**config.mk**
```make
export PLATFORM = sky130hd
export DESIGN_NAME = hazard_ctrl
export DESIGN_NICKNAME = d
export VERILOG_FILES = /design/src/rtl/hazard_pkg.sv /design/src/rtl/hazard_ctrl_md_busy_tracker.sv /design/src/rtl/hazard_ctrl.sv
export SDC_FILE = /design/constraint.sdc
export NUM_CORES = 1
export LEC_CHECK = 0
export ABC_AREA = 0
export BUFFER_PORTS_ARGS = -buffer_cell sky130_fd_sc_hd__buf_2
export CAP_MARGIN = 20
export CORE_MARGIN = 2
export CORE_UTILIZATION = 47
export CTS_CLUSTER_DIAMETER = 50
export DETAILED_ROUTE_END_ITERATION = 6
export PLACE_DENSITY = 0.85
export RECOVER_POWER = 25
export SLEW_MARGIN = 15
export SYNTH_ARGS = -nofsm -noshare
export SYNTH_HDL_FRONTEND = slang
export SYNTH_HIERARCHICAL = 1
export SYNTH_SLANG_ARGS = --single-unit
```
**constraint.sdc**
```tcl
create_clock -name clk -period 2.55 [get_ports clk]
set_clock_uncertainty 0.05 [all_clocks]
set_input_delay 0.3825 -clock clk [delete_from_list [all_inputs] [get_ports clk]]
set_output_delay 0.3825 -clock clk [all_outputs]
set_load 0.05 [all_outputs]
```
**src/rtl/hazard_pkg.sv**
```systemverilog
// Shared constants for the hazard controller.
//   FWD_*     : EX operand forwarding select encodings.
//   MD_CNT_W  : width of the mul/div busy-window counter.
//   fwd_pick  : turns MEM/WB hit flags into a forwarding select, MEM first.
package hazard_pkg;

  localparam logic [1:0] FWD_RF  = 2'b00;
  localparam logic [1:0] FWD_WB  = 2'b01;
  localparam logic [1:0] FWD_MEM = 2'b10;

  localparam int MD_CNT_W = 4;

  // MEM holds the younger result, so it wins over WB.
  function automatic logic [1:0] fwd_pick(input logic mem_hit, input logic wb_hit);
    logic [1:0] sel;
    sel = FWD_RF;
    if (mem_hit) begin
      sel = FWD_MEM;
    end else if (wb_hit) begin
      sel = FWD_WB;
    end
    return sel;
  endfunction

endpackage

```
**src/rtl/hazard_ctrl_md_busy_tracker.sv**
```systemverilog
// Busy-window tracker for the multi-cycle mul/div unit.
//   clk, rst_n : pipeline clock, asynchronous active-low reset.
//   start      : mul/div issuing from EX this cycle; (re)loads the window.
//   busy       : registered flag, high for MD_LATENCY cycles after start.
module md_busy_tracker
  import hazard_pkg::*;
#(
  parameter int MD_LATENCY = 4
) (
  input  logic clk,
  input  logic rst_n,
  input  logic start,
  output logic busy
);

  localparam logic [MD_CNT_W-1:0] LAT = MD_CNT_W'(MD_LATENCY);

  logic [MD_CNT_W-1:0] cnt_reg;
  logic [MD_CNT_W-1:0] cnt_next;
  logic                busy_reg;

  // A start while still busy simply restarts the window.
  always_comb begin
    cnt_next = cnt_reg;
    if (start) begin
      cnt_next = LAT;
    end else if (cnt_reg != '0) begin
      cnt_next = cnt_reg - 1'b1;
    end
  end

  // busy is registered from the next count so it is glitch-free and
  // high exactly while the loaded window is still open.
  always_ff @(posedge clk or negedge rst_n) begin
    if (!rst_n) begin
      cnt_reg  <= '0;
      busy_reg <= 1'b0;
    end else begin
      cnt_reg  <= cnt_next;
      busy_reg <= (cnt_next != '0);
    end
  end

  assign busy = busy_reg;

endmodule

```
**src/rtl/hazard_ctrl.sv**
```systemverilog
// Pipeline hazard controller for the 5-stage core.
//   Inputs : ID/EX/MEM/WB register addresses, read/write enables, load and
//            mul/div indications, branch-taken from EX.
//   Outputs: ex_forward_a/b (00 RF, 01 WB, 10 MEM), stall_if/stall_id,
//            flush_id/flush_ex, md_busy, saturating stall_cnt.
// Forwarding, stall and flush are purely combinational; md_busy and
// stall_cnt are registered.
module hazard_ctrl
  import hazard_pkg::*;
#(
  parameter int REG_AW     = 5,
  parameter int MD_LATENCY = 4,
  parameter int STAT_W     = 16
) (
  input  logic              clk,
  input  logic              rst_n,
  input  logic [REG_AW-1:0] id_rs_a,
  input  logic [REG_AW-1:0] id_rt_a,
  input  logic              id_uses_rs,
  input  logic              id_uses_rt,
  input  logic              id_md_read,
  input  logic              id_md_start,
  input  logic [REG_AW-1:0] ex_rs_a,
  input  logic [REG_AW-1:0] ex_rt_a,
  input  logic [REG_AW-1:0] ex_rd_a,
  input  logic              ex_MemRead,
  input  logic              ex_md_start,
  input  logic              ex_branch_taken,
  input  logic [REG_AW-1:0] mem_rd_a,
  input  logic [REG_AW-1:0] wb_rd_a,
  input  logic              mem_RegWrite,
  input  logic              wb_RegWrite,
  output logic [1:0]        ex_forward_a,
  output logic [1:0]        ex_forward_b,
  output logic              stall_if,
  output logic              stall_id,
  output logic              flush_id,
  output logic              flush_ex,
  output logic              md_busy,
  output logic [STAT_W-1:0] stall_cnt
);

  // Operand 0 is rs (select a), operand 1 is rt (select b).
  logic [1:0][REG_AW-1:0] ex_src;
  logic [1:0][1:0]        fwd_sel;

  assign ex_src[0] = ex_rs_a;
  assign ex_src[1] = ex_rt_a;

  genvar gi;
  generate
    for (gi = 0; gi < 2; gi++) begin : g_fwd
      logic mem_hit;
      logic wb_hit;
      // Register 0 is hardwired to zero and never forwards.
      assign mem_hit = mem_RegWrite && (mem_rd_a != '0) && (mem_rd_a == ex_src[gi]);
      assign wb_hit  = wb_RegWrite  && (wb_rd_a  != '0) && (wb_rd_a  == ex_src[gi]);
      assign fwd_sel[gi] = fwd_pick(mem_hit, wb_hit);
    end
  endgenerate

  assign ex_forward_a = fwd_sel[0];
  assign ex_forward_b = fwd_sel[1];

  md_busy_tracker #(
    .MD_LATENCY (MD_LATENCY)
  ) u_md_busy_tracker (
    .clk   (clk),
    .rst_n (rst_n),
    .start (ex_md_start),
    .busy  (md_busy)
  );

  logic load_use;
  logic md_hazard;
  logic stall_req;

  assign load_use  = ex_MemRead && (ex_rd_a != '0) &&
                     ((id_uses_rs && (ex_rd_a == id_rs_a)) ||
                      (id_uses_rt && (ex_rd_a == id_rt_a)));
  assign md_hazard = md_busy && (id_md_read || id_md_start);
  assign stall_req = load_use || md_hazard;

  // A taken branch kills the stalled instruction in ID anyway, so it
  // overrides the stall and just flushes both wrong-path slots.
  assign stall_if = stall_req && !ex_branch_taken;
  assign stall_id = stall_req && !ex_branch_taken;
  assign flush_id = ex_branch_taken;
  assign flush_ex = ex_branch_taken || stall_req;

  logic [STAT_W-1:0] stall_cnt_reg;

  always_ff @(posedge clk or negedge rst_n) begin
    if (!rst_n) begin
      stall_cnt_reg <= '0;
    end else if (stall_id && (stall_cnt_reg != '1)) begin
      stall_cnt_reg <= stall_cnt_reg + 1'b1;
    end
  end

  assign stall_cnt = stall_cnt_reg;

endmodule

```
==> impl_metrics.csv <==
group,metric,value,unit
cts,clock_latency,0.29,ns
logic_synthesis,syn_avg_cell_area,9.83,um^2
global_route,antenna_found_initial,0,
setup_path,setup.worst_path.start,"mem_rd_a[1]",
layout,fin_nets,277,
timing,finalWorstPathRequiredPeriod,2.37,ns
logic_synthesis,yosys.area_share.xor_xnor,25.5,%
layout,largest_reg_flops,16,
flow_run,maxCapViolCount,0,
die,dieArea,0.00376,mm^2
timing,setup_violations,0,
power,power.leakage,0.988,nW
routing,met3RoutedLength,332,um
logic_synthesis,postSynthRegisterBits,21,
layout,synthToLayoutAreaGrowth,27.9,%
setup_path,setup.worst_path.start_class,"primary input",
layout,most_common_library_cell_in_the_layout_ignoring_fill_and_taps,"buf_2",
logic_synthesis,fraction_of_the_mapped_netlist_area_in_compound_gates,6.16,%
logic_synthesis,yosys_most_used_dff,"dfrtp_1",
die,dieWidth,61.3,um
routing,met1Wirelength,1.56,mm
logic_synthesis,synth-async-reset-ratio,100,%
layout,drive_gt1_share,42.5,%
logic_synthesis,synth_warn,6,
placement,dp_hpwl,2.85,mm
routing,wl_per_cell,12.8,um
timing,hold_viol,0,
cts,tritoncts,"built",
die,floorplan.initialDensity,50.1,%
layout,antennaDiodeCount,0,
cts,clock_tree.root_cell,"clkbuf_4",
routing,postRouteWirelength,3.48,mm
routing,drt.antenna.violating_nets,0,
setup_path,regToRegEndpoint,"stall_cnt[7]",
routing,drt_pre_antenna_iters,4,
timing,setup-tns-final,0,ns
cts,clk_pin_slew,0.12,ns
global_route,grt_use_total,19.0,%
logic_synthesis,synth.distinct_cells,38,
global_route,grt_start_max_net_pins,22,
cts,ctsHtreeMaxLevel,1,
setup_path,timing.critical_path.slowest_cell_delay,0.50,ns
routing,via_count,1373,
die,ios,71,
cts,cts.sink_count,21,
routing,vias_per_cell,5.05,
logic_synthesis,post_syn_nets,205,
logic_synthesis,muxShareOfSynthArea,1.70,%
placement,placement.io_buffers,70,
layout,most-common-layout-cells,"buf_2 (68), xor2_1 (35), dfrtp_1 (21), xnor2_1 (10), nand3_1 (10)",
timing,worst_slew_margin_rel,24.3,%
setup_path,timing.critical_path.arrival,1.94,ns
routing,drc_errors,0,
global_route,global_route_wire_length_before_repair,5.47,mm
logic_synthesis,syn_inst,157,
routing,top_layer_used,"met3",
run_status,run_status,"completed",
setup_path,setup.reg_to_reg.worst_slack,0.43,ns
timing,worst_setup_margin,0.176,ns
routing,drt_first_iter_violations,46,
logic_synthesis,post_synth_and_or_nand_nor_area_fraction,26.3,%
power,powerDensity,701,mW/mm^2
setup_path,reg2reg_depth,7,
power,ir_drop,0.572,mV
logic_synthesis,synth.yosys.seq_area_share,34.1,%
timing,unrepaired_setup_endpoints_after_global_routing,"no",
die,total_core_area,0.00308,mm^2
global_route,overflow,0,
setup_path,crit_path_cells,"buf_2 > or4_1 > o21ai_0 > nor4_1 > nor4_2 > clkbuf_4",
die,core.rowCount,20,
logic_synthesis,synth_adder_area_share,1.62,%
placement,postPlaceCellArea,0.00193,mm^2
setup_path,worst-setup-path-type,"in -> out",
cts,clock_tree.buffer_depth,2,
setup_path,critPathCapture,"ex_forward_a[0]",
logic_synthesis,main_combinational_cell_family_by_area_after_synthesis,"simple AND/OR/NAND/NOR gates",
global_route,via_count_of_the_first_global_routing_pass,1269,
die,chipHeight,61.3,um
setup_path,end_kind,"output pin",
cts,buffer_count_from_post_cts_setup_fixing,0,
logic_synthesis,synth-edff-count,0,
cts,numCtsBuffers,3,
min_path,min_path_type,"in -> reg",
placement,pre_cts_ws,0.160,ns
logic_synthesis,mappedNetlistArea,0.00154,mm^2
setup_path,worstPathMaxFanout,3,
setup_path,crit_path_top_delay_cell,"or4_1",
setup_path,reg2reg_from,"stall_cnt[7]",
routing,wl_met2,1.59,mm
timing,max_slew_violations,0,
timing,peak_freq,421,MHz
timing,final_min_period_over_clock_period,93.1,%
placement,globalplace.congestion,0.860,
power,power,1.38,mW
timing,max_slew.worst_pin.slew,1.14,ns
setup_path,worstPathRequired,2.12,ns
layout,postLayoutCellArea,0.00197,mm^2
-- repair_timing --
item | CTS | global route
setup endpoints to repair | 0 | 3
gates resized for setup | 0 | 2
hold buffers | 1 | 0
hold endpoints to repair | 21 | 0
-- per-layer routing --
layer	vias to the layer above	track usage, %
met3	0	3.15
met5	-	0
li1	691	-
met4	0	1.86
met2	64	34.7
met1	618	24.4
-- cell usage after synthesis, types with 3 or more instances --
master | instances | share of area, %
xor2_1 | 35 | 20
nor4_1 | 6 | 2.4
nand2_1 | 4 | 0.97
inv_1 | 5 | 1.2
or4_1 | 5 | 2.4
buf_4 | 4 | 1.9
a21oi_1 | 3 | 0.97
nor2b_1 | 3 | 1.2
nor3_1 | 6 | 1.9
and3_1 | 3 | 1.2
nor2_1 | 4 | 0.97
nand3_1 | 10 | 3.2
o21ai_0 | 5 | 1.6
dfrtp_1 | 21 | 34
nor2_2 | 8 | 3.2
xnor2_1 | 10 | 5.7
-- worst max-delay path, delay by kind of cell --
kind	cells	cell delay, ns
and+or+nand+nor	3	0.92
buffers and inverters	2	0.40
AOI/OAI and AO/OA	1	0.23
-- worst min path at each step --
stage | depth (start not counted) | startpoint | to
floorplan | 0 | rst_n | stall_cnt[0]
global placement | 1 | rst_n | stall_cnt[1]
detailed placement | 1 | rst_n | stall_cnt[1]
CTS | 2 | ex_md_start | u_md_busy_tracker/cnt_reg[0]
global route | 2 | ex_md_start | u_md_busy_tracker/cnt_reg[0]
finish | 2 | ex_md_start | u_md_busy_tracker/cnt_reg[0]
-- per-stage QoR --
stage / utilization [%] / std cells / hold WS, ns
2_1_floorplan: - / 157 / 0.0369
3_3_place_gp: 62.8 / 267 / 0.308
3_5_place_dp: 62.8 / 267 / 0.312
4_1_cts: 64.1 / 272 / 0.261
5_1_grt: 64.1 / 272 / 0.261
6_report: 64.1 / 272 / 0.263
-- cells by family (layout without fill, tap and decap cells) --
logic type / count (synthesis) / after routing
multiplexers: 2 / 2
XOR/XNOR: 45 / 45
AND/OR/NAND/NOR: 64 / 64
flip-flops: 21 / 21
buffers and inverters: 11 / 82
AO/OA/AOI/OAI: 12 / 12
adder cells (fa/ha/maj): 2 / 2
-- cell type report --
class / instances / area, um^2
clock buffer: 3 / 22.5
clock inverter: 1 / 5.00
fill: 284 / 1100
inverter: 5 / 18.8
multi-input combinational: 125 / 970
sequential: 21 / 526
tap: 44 / 55.1
timing repair buffer: 73 / 377
-- where the power goes --
part	internal (mW)	switching (mW)	total (mW)
logic	0.256	0.459	0.715
registers	0.411	0.0988	0.510
clock network	0.0583	0.0994	0.158
No activity file was read; power rests on OpenSTA's default activity.
